===== src/rtl/pipe_stall_ctrl.sv =====
// Stall/flush sequencer for the 5-stage pipeline: load-use detection and multi-cycle EX sequencing.
// Optional stall performance counters are enabled by defining STALL_PERF_EN.
module pipe_stall_ctrl #(
    parameter int MC_CNT_W = 6,
    parameter int PERF_W   = 32
) (
    input  logic                clk,
    input  logic                rst,
    input  logic                id_reg1_rd_en,
    input  logic [4:0]          id_reg1_addr,
    input  logic                id_reg2_rd_en,
    input  logic [4:0]          id_reg2_addr,
    input  logic                ex_is_load,
    input  logic                ex_write_en,
    input  logic [4:0]          ex_write_addr,
    input  logic                ex_mc_start,
    input  logic [MC_CNT_W-1:0] ex_mc_cycles,
    input  logic                flush_i,
    output logic [4:0]          stall_o,
    output logic                ex_bubble_o,
    output logic                mem_bubble_o,
    output logic                flush_o,
    output logic                ex_mc_done_o,
    output logic                mc_busy_o,
    output logic [PERF_W-1:0]   perf_lu_cnt_o,
    output logic [PERF_W-1:0]   perf_mc_cnt_o
);

    typedef enum logic [1:0] {IDLE, RUN, DONE} state_t;

    state_t              state_q, state_d;
    logic [MC_CNT_W-1:0] cnt_q, cnt_d;
    logic [MC_CNT_W-1:0] n_eff;
    logic                lu_hazard;
    logic                mc_stall;
    logic                mc_done;
    logic                lu_stall;

    // A zero-cycle request still costs one stall cycle.
    assign n_eff = (ex_mc_cycles == '0) ? MC_CNT_W'(1) : ex_mc_cycles;

    assign lu_hazard = ex_is_load && ex_write_en && (ex_write_addr != 5'd0) &&
                       ((id_reg1_rd_en && (id_reg1_addr == ex_write_addr)) ||
                        (id_reg2_rd_en && (id_reg2_addr == ex_write_addr)));

    always_ff @(posedge clk) begin
        if (rst) begin
            state_q <= IDLE;
            cnt_q   <= '0;
        end else begin
            state_q <= state_d;
            cnt_q   <= cnt_d;
        end
    end

    always_comb begin
        state_d  = state_q;
        cnt_d    = cnt_q;
        mc_stall = 1'b0;
        mc_done  = 1'b0;
        if (flush_i) begin
            state_d = IDLE;
            cnt_d   = '0;
        end else begin
            case (state_q)
                IDLE: begin
                    if (ex_mc_start) begin
                        mc_stall = 1'b1;
                        cnt_d    = n_eff - MC_CNT_W'(1);
                        state_d  = (n_eff == MC_CNT_W'(1)) ? DONE : RUN;
                    end
                end
                RUN: begin
                    mc_stall = 1'b1;
                    if (cnt_q != '0) begin
                        cnt_d = cnt_q - MC_CNT_W'(1);
                    end
                    if (cnt_q <= MC_CNT_W'(1)) begin
                        state_d = DONE;
                    end
                end
                DONE: begin
                    mc_done = 1'b1;
                    state_d = IDLE;
                end
                default: begin
                    state_d = IDLE;
                    cnt_d   = '0;
                end
            endcase
        end
        lu_stall = lu_hazard && !mc_stall && !flush_i;
    end

    always_comb begin
        stall_o      = 5'b00000;
        ex_bubble_o  = 1'b0;
        mem_bubble_o = 1'b0;
        flush_o      = 1'b0;
        ex_mc_done_o = 1'b0;
        mc_busy_o    = 1'b0;
        if (!rst) begin
            mc_busy_o    = (state_q != IDLE);
            ex_mc_done_o = mc_done;
            if (flush_i) begin
                flush_o = 1'b1;
            end else if (mc_stall) begin
                stall_o      = 5'b01111;
                mem_bubble_o = 1'b1;
            end else if (lu_stall) begin
                stall_o     = 5'b00111;
                ex_bubble_o = 1'b1;
            end
        end
    end

`ifdef STALL_PERF_EN
    logic [PERF_W-1:0] perf_lu_q, perf_mc_q;

    // Saturating counters; flush cycles never raise either stall flag.
    always_ff @(posedge clk) begin
        if (rst) begin
            perf_lu_q <= '0;
            perf_mc_q <= '0;
        end else begin
            if (lu_stall && (perf_lu_q != '1)) begin
                perf_lu_q <= perf_lu_q + PERF_W'(1);
            end
            if (mc_stall && !flush_i && (perf_mc_q != '1)) begin
                perf_mc_q <= perf_mc_q + PERF_W'(1);
            end
        end
    end

    assign perf_lu_cnt_o = rst ? '0 : perf_lu_q;
    assign perf_mc_cnt_o = rst ? '0 : perf_mc_q;
`else
    assign perf_lu_cnt_o = '0;
    assign perf_mc_cnt_o = '0;
`endif

endmodule


===== config.mk =====
export PLATFORM = sky130hd
export DESIGN_NAME = pipe_stall_ctrl
export DESIGN_NICKNAME = d
export VERILOG_FILES = /design/src/rtl/pipe_stall_ctrl.sv
export SDC_FILE = /design/constraint.sdc
export NUM_CORES = 1
export LEC_CHECK = 0
export ABC_CLOCK_PERIOD_IN_PS = 3100
export BUFFER_PORTS_ARGS = -buffer_cell sky130_fd_sc_hd__buf_2
export CORE_MARGIN = 2
export CORE_UTILIZATION = 43
export DETAILED_ROUTE_END_ITERATION = 12
export PLACE_DENSITY = 0.86
export SYNTH_ARGS = -nofsm -noshare
export SYNTH_HDL_FRONTEND = slang
export SYNTH_SLANG_ARGS = --single-unit

===== constraint.sdc =====
create_clock -name clk -period 3.1 [get_ports clk]
set_input_delay 0.155 -clock clk [delete_from_list [all_inputs] [get_ports clk]]
set_output_delay 0.155 -clock clk [all_outputs]
set_load 0.02 [all_outputs]

---- After elaboration in Yosys (flattened, before gate mapping) ----
Index checks and enable logic that the tools add are counted.
cells by class
  add/sub/neg operators ................... 2
  magnitude comparators ................... 1
  eq/ne operators ......................... 8
  multiplexer cells ....................... 28
  bitwise operators ....................... 1
  reduce and logical (&&, ||, !) cells .... 18
operator list
  kind                 number
  $mux 6               3
  $pmux 6 s3           1
  $mux 1               15
  $mux 4               3
  $sub 6x1->6 const B  2
  $eq 5x5->1           2
  $logic_and 1x1->1    7
  $eq 6x1->1 const B   1
  $le 6x1->1 const B   1
  $logic_not 6->1      1
  $mux 2               3
  $ne 2x2->1 const B   3
  $reduce_bool 6->1    1
  $reduce_bool 5->1    1
  $pmux 2 s2           1
  $mux 3               1
  $reduce_and 3->1     1
  $eq 2x1->1 const B   1
  $eq 2x2->1 const B   1
  $logic_not 1->1      2
  $logic_not 2->1      1
  $pmux 1 s2           1
  $reduce_and 2->1     1
  $reduce_bool 2->1    1
  3 further kinds      3
storage, ports and cells
  flip-flop bits (word level) ............. 8
  input port bits ......................... 29
  output and inout bits ................... 74
  logic and storage cells ................. 60

---- Logic depth before layout (Yosys ltp) ----
  depth after elaboration ................. 10
  gate-level depth with buffers ........... 8

---- Worst setup path after synthesis ----
No wires, ideal clock.
  kind .................................... reg2reg
  start ................................... reg cnt_q[0]
  end ..................................... reg cnt_q[4]
  library setup time ...................... 0.060 ns
  arrival time ............................ 1.508 ns
  data required time ...................... 3.040 ns
  slack ................................... 1.531 ns
  cell stages (with the launch flop) ...... 7
  buffers on the path ..................... 0
  cells stage by stage .................... dfxtp_1 > inv_1 > ha_1 > or3b_1 > a2111o_1 > o311ai_1 > a32o_1
on the way
  word-level cells in the longest chain between the ends .. 3
  elaborated cells on any way between the ends .. 6
  those cells by class .................... add/sub (1); eq/ne (1); mux (2); reduce/logical (2)
RTL lines
  item                                              RTL line  RTL
  start: declaration                                32        logic [MC_CNT_W-1:0] cnt_q, cnt_d;
  start signal: assignment                          52        cnt_q <= cnt_d;
  $sub 6x1->6 or $reduce_bool 6->1 (tied branches)  76, 75
  $mux 6 or $ne 2x2->1 (tied branches)              n/a
  $pmux 6 s3 or $reduce_and 3->1 (tied branches)    n/a
Parallel ways exist; a longest one is shown, timed or not. The select of a mux whose other input is x is not followed.
A chain may end at the register's enable or synchronous reset.

---- Final worst setup path ----
  start ................................... reg state_q[0]
  end ..................................... out stall_o[0]
on the way
  word-level cells in the longest chain between the ends .. 10
  elaborated cells on any way between the ends .. 11
  those cells by class .................... eq/ne (1); mux (6); reduce/logical (4)
RTL lines
  item                                           RTL line  RTL
  start: declaration                             31        state_t state_q, state_d;
  start signal: assignment                       51        state_q <= state_d;
  $eq 2x1->1 or $logic_not 2->1 (tied branches)  65        case (state_q)
  $pmux 1 s2 (*)                                 65
  $mux 1 (*)                                     61        if (flush_i) begin
  $logic_not 1->1                                92        lu_stall = lu_hazard && !mc_stall && !flush_i;
  $logic_and 1x1->1 (2 in a row)                 92
  $mux 3                                         110       end else if (lu_stall) begin
  $mux 4 (*)                                     107       end else if (mc_stall) begin
  $mux 4 (*)                                     105       if (flush_i) begin
  $mux 4 (*)                                     102       if (!rst) begin
  end: declaration                               19        output logic [4:0] stall_o,
Every way passes the cells marked *; elsewhere a longest branch is shown, timed or not.

==> impl_metrics.ini <==
[die]
initial_core_util_pct = 44.2
fp.dieArea_sq_um = 3550
num_io_pins = 103
coreArea_sq_um = 3000
die_h_um = 59.6
die_w_um = 59.6
rows = 20

[route]
drtIter0Drc = 26
route.detailed.drc = 0
postRouteWirelength_mm = 2.48
avgViaCountPerCell = 4.70
first_pass_iters = 4
avgRoutedWirePerCell_um = 10.4
ant_nets = 0
via_count = 1123

[sta]
finalSetupTns_ns = 0
slew_violations = 0
hold_viol = 0
period_minus_slack_ns = 1.93
skew_ns = 0.00173
fmax_mhz = 519
rsz0062_at_grt = no
finalCritPeriodShare_pct = 62.2
setup-violations-final = 0

[pwr]
power_w = 0.000383
pwr_density_cell_nw_per_um2 = 294
p_leak_nw = 0.696
ir_drop_uv = 165

[setup_path]
timing.critical_path.buf_inv = 2
regToRegSetupSlack_ns = 1.40
slowest_stage = dfxtp_1
cp.required_ns = 2.94
worst-path-max-fanout = 14
critPathKind = reg -> out
cp_data_arrival_time_ns = 1.77
end_kind = output pin
cp_top_family = flip-flops
worst_path_largest_cell_delay_ns = 0.61
crit_chain = inv_1, a21oi_1, nand2_1, o21ai_1, buf_2
start_kind = flip-flop

[clock_network]
htree_levels = 1
cts_root_buf = clkbuf_4
post_cts_buffers = 0
cts_buffer_depth = 2
cts_tree = yes
insertion_delay_ns = 0.26
cts_hold_buf = 0
cts_resized = 0
cts_made_buffers = 3
clock_sinks = 8
clk_pin_slew_ns = 0.06

[yosys]
ys_ff_latch = 8
ys_seq_area_share_pct = 12.1
netlist.area_leader.share_pct = 38.4
synth_area_leaders = buf_4 (38%), dfxtp_1 (12%), xor2_1 (5.9%)
synth_edf_count = 0
ys_async_sr_fraction_pct = 0
synth-warning-count = 0
syn_area_sq_um = 1330
syn_area_per_cell_sq_um = 7.77
synth_flop_cell = dfxtp_1
synth_largest_area_cell = buf_4
synth.distinct_cells = 43
syn_inst = 171

[layout]
utilization_pct = 43.4
diodes = 0
area_growth_pct = -1.98
nFillCells = 309
drive_gt1_share_pct = 21.4
final_area_sq_um = 1300
nNetsFinal = 242

[placement]
port-buffer-count = 37
place_congestion = 0.916
post-dp-hpwl_mm = 2.15
place_area_sq_um = 1280

[grt]
antenna_found_initial = 0
overflow = 0
first_global_vias = 911
grt_usage_pct = 13.3
grt_max_degree = 15
grt_pass1_wl_mm = 3.68

[hold_path]
hp-class = in -> reg

[outcome]
outcome = completed

[run]
maxCapViolations = 0
==> cell families after synthesis <==
group,synth area share [%]
other cells,0.282
simple gates,14.4
mux,1.60
buf+inv,41.3
compound gates,17.7
flops,12.1
xor+xnor,7.91
fa+ha+maj,4.71
==> area by class of cell <==
type | count | area, sq um | share of cell area (%)
clock buffer | 3 | 22.5 | 1.73
multi-input combinational | 149 | 860 | 66.0
sequential | 8 | 160 | 12.3
timing repair buffer | 37 | 185 | 14.2
tap | 33 | 41.3 | 3.17
inverter | 9 | 33.8 | 2.59
==> worst reg2reg max path: cells and delay by family, from the launching register on <==
kind                   cells  cell delay (ns)
AOI/OAI and AO/OA          2             0.67
DFF                        1             0.61
buffers and inverters      1             0.21
and+or+nand+nor            1             0.10
==> worst paths after layout <==
check | startpoint | depth (start not counted) | to
worst max register to register | state_q[0] | 4 | cnt_q[5]
worst min-delay path | flush_i | 3 | cnt_q[2]
worst min register to register | cnt_q[1] | 2 | cnt_q[1]
worst max-delay path | state_q[0] | 5 | stall_o[0]
==> synthesized netlist by cell type, drive strengths merged (3+ instances only) <==
master and count:
nand2 4, a32oi 4, buf 69, xor2 9
a21oi 3, inv 9, nor4 4, o21ai 3
dfxtp 8, xnor2 3, a32o 4, ha 5
nor2 11
==> report_power, final <==
part | internal [W] | total [W] | leakage, nW | switching, W
Combinational | 0.0000507 | 0.000182 | 0.617 | 0.000132
Sequential | 0.000107 | 0.000114 | 0.0652 | 0.00000716
Clock | 0.0000447 | 0.0000863 | 0.0138 | 0.0000416
Total | 0.000203 | 0.000383 | 0.696 | 0.000180
==> per-stage QoR <==
stage | std cells | setup slack, ns | hold slack, ns
global placement | 236 | 1.42 | 0.492
detailed placement | 236 | 1.39 | 0.512
finish | 239 | 1.17 | 0.239
CTS | 239 | 1.18 | 0.243
global route | 239 | 1.04 | 0.272
floorplan | 235 | 1.53 | 0.324
==> state kept, by name (all words and copies together), names as in the netlist <==
register,cells
cnt_q,6
state_q,2
==> cell usage in the layout (no fill, tap or decap), drive strengths merged, types with 4 or more instances in the layout <==
master	netlist	final
nor2	11	11
a32oi	4	4
dfxtp	8	8
a32o	4	4
nand2	4	4
nor4	4	4
xor2	9	9
conb	1	65
buf	69	37
inv	9	9
ha	5	5
==> routing by layer <==
metal	vias up	routed length [um]	GRT usage, %
li1	539	-	-
met1	513	928	14.6
met2	63	1330	25.0
met3	8	178	1.75
met4	0	48	6.03
met5	-	0	0
Power figures use the tool's default switching activity.
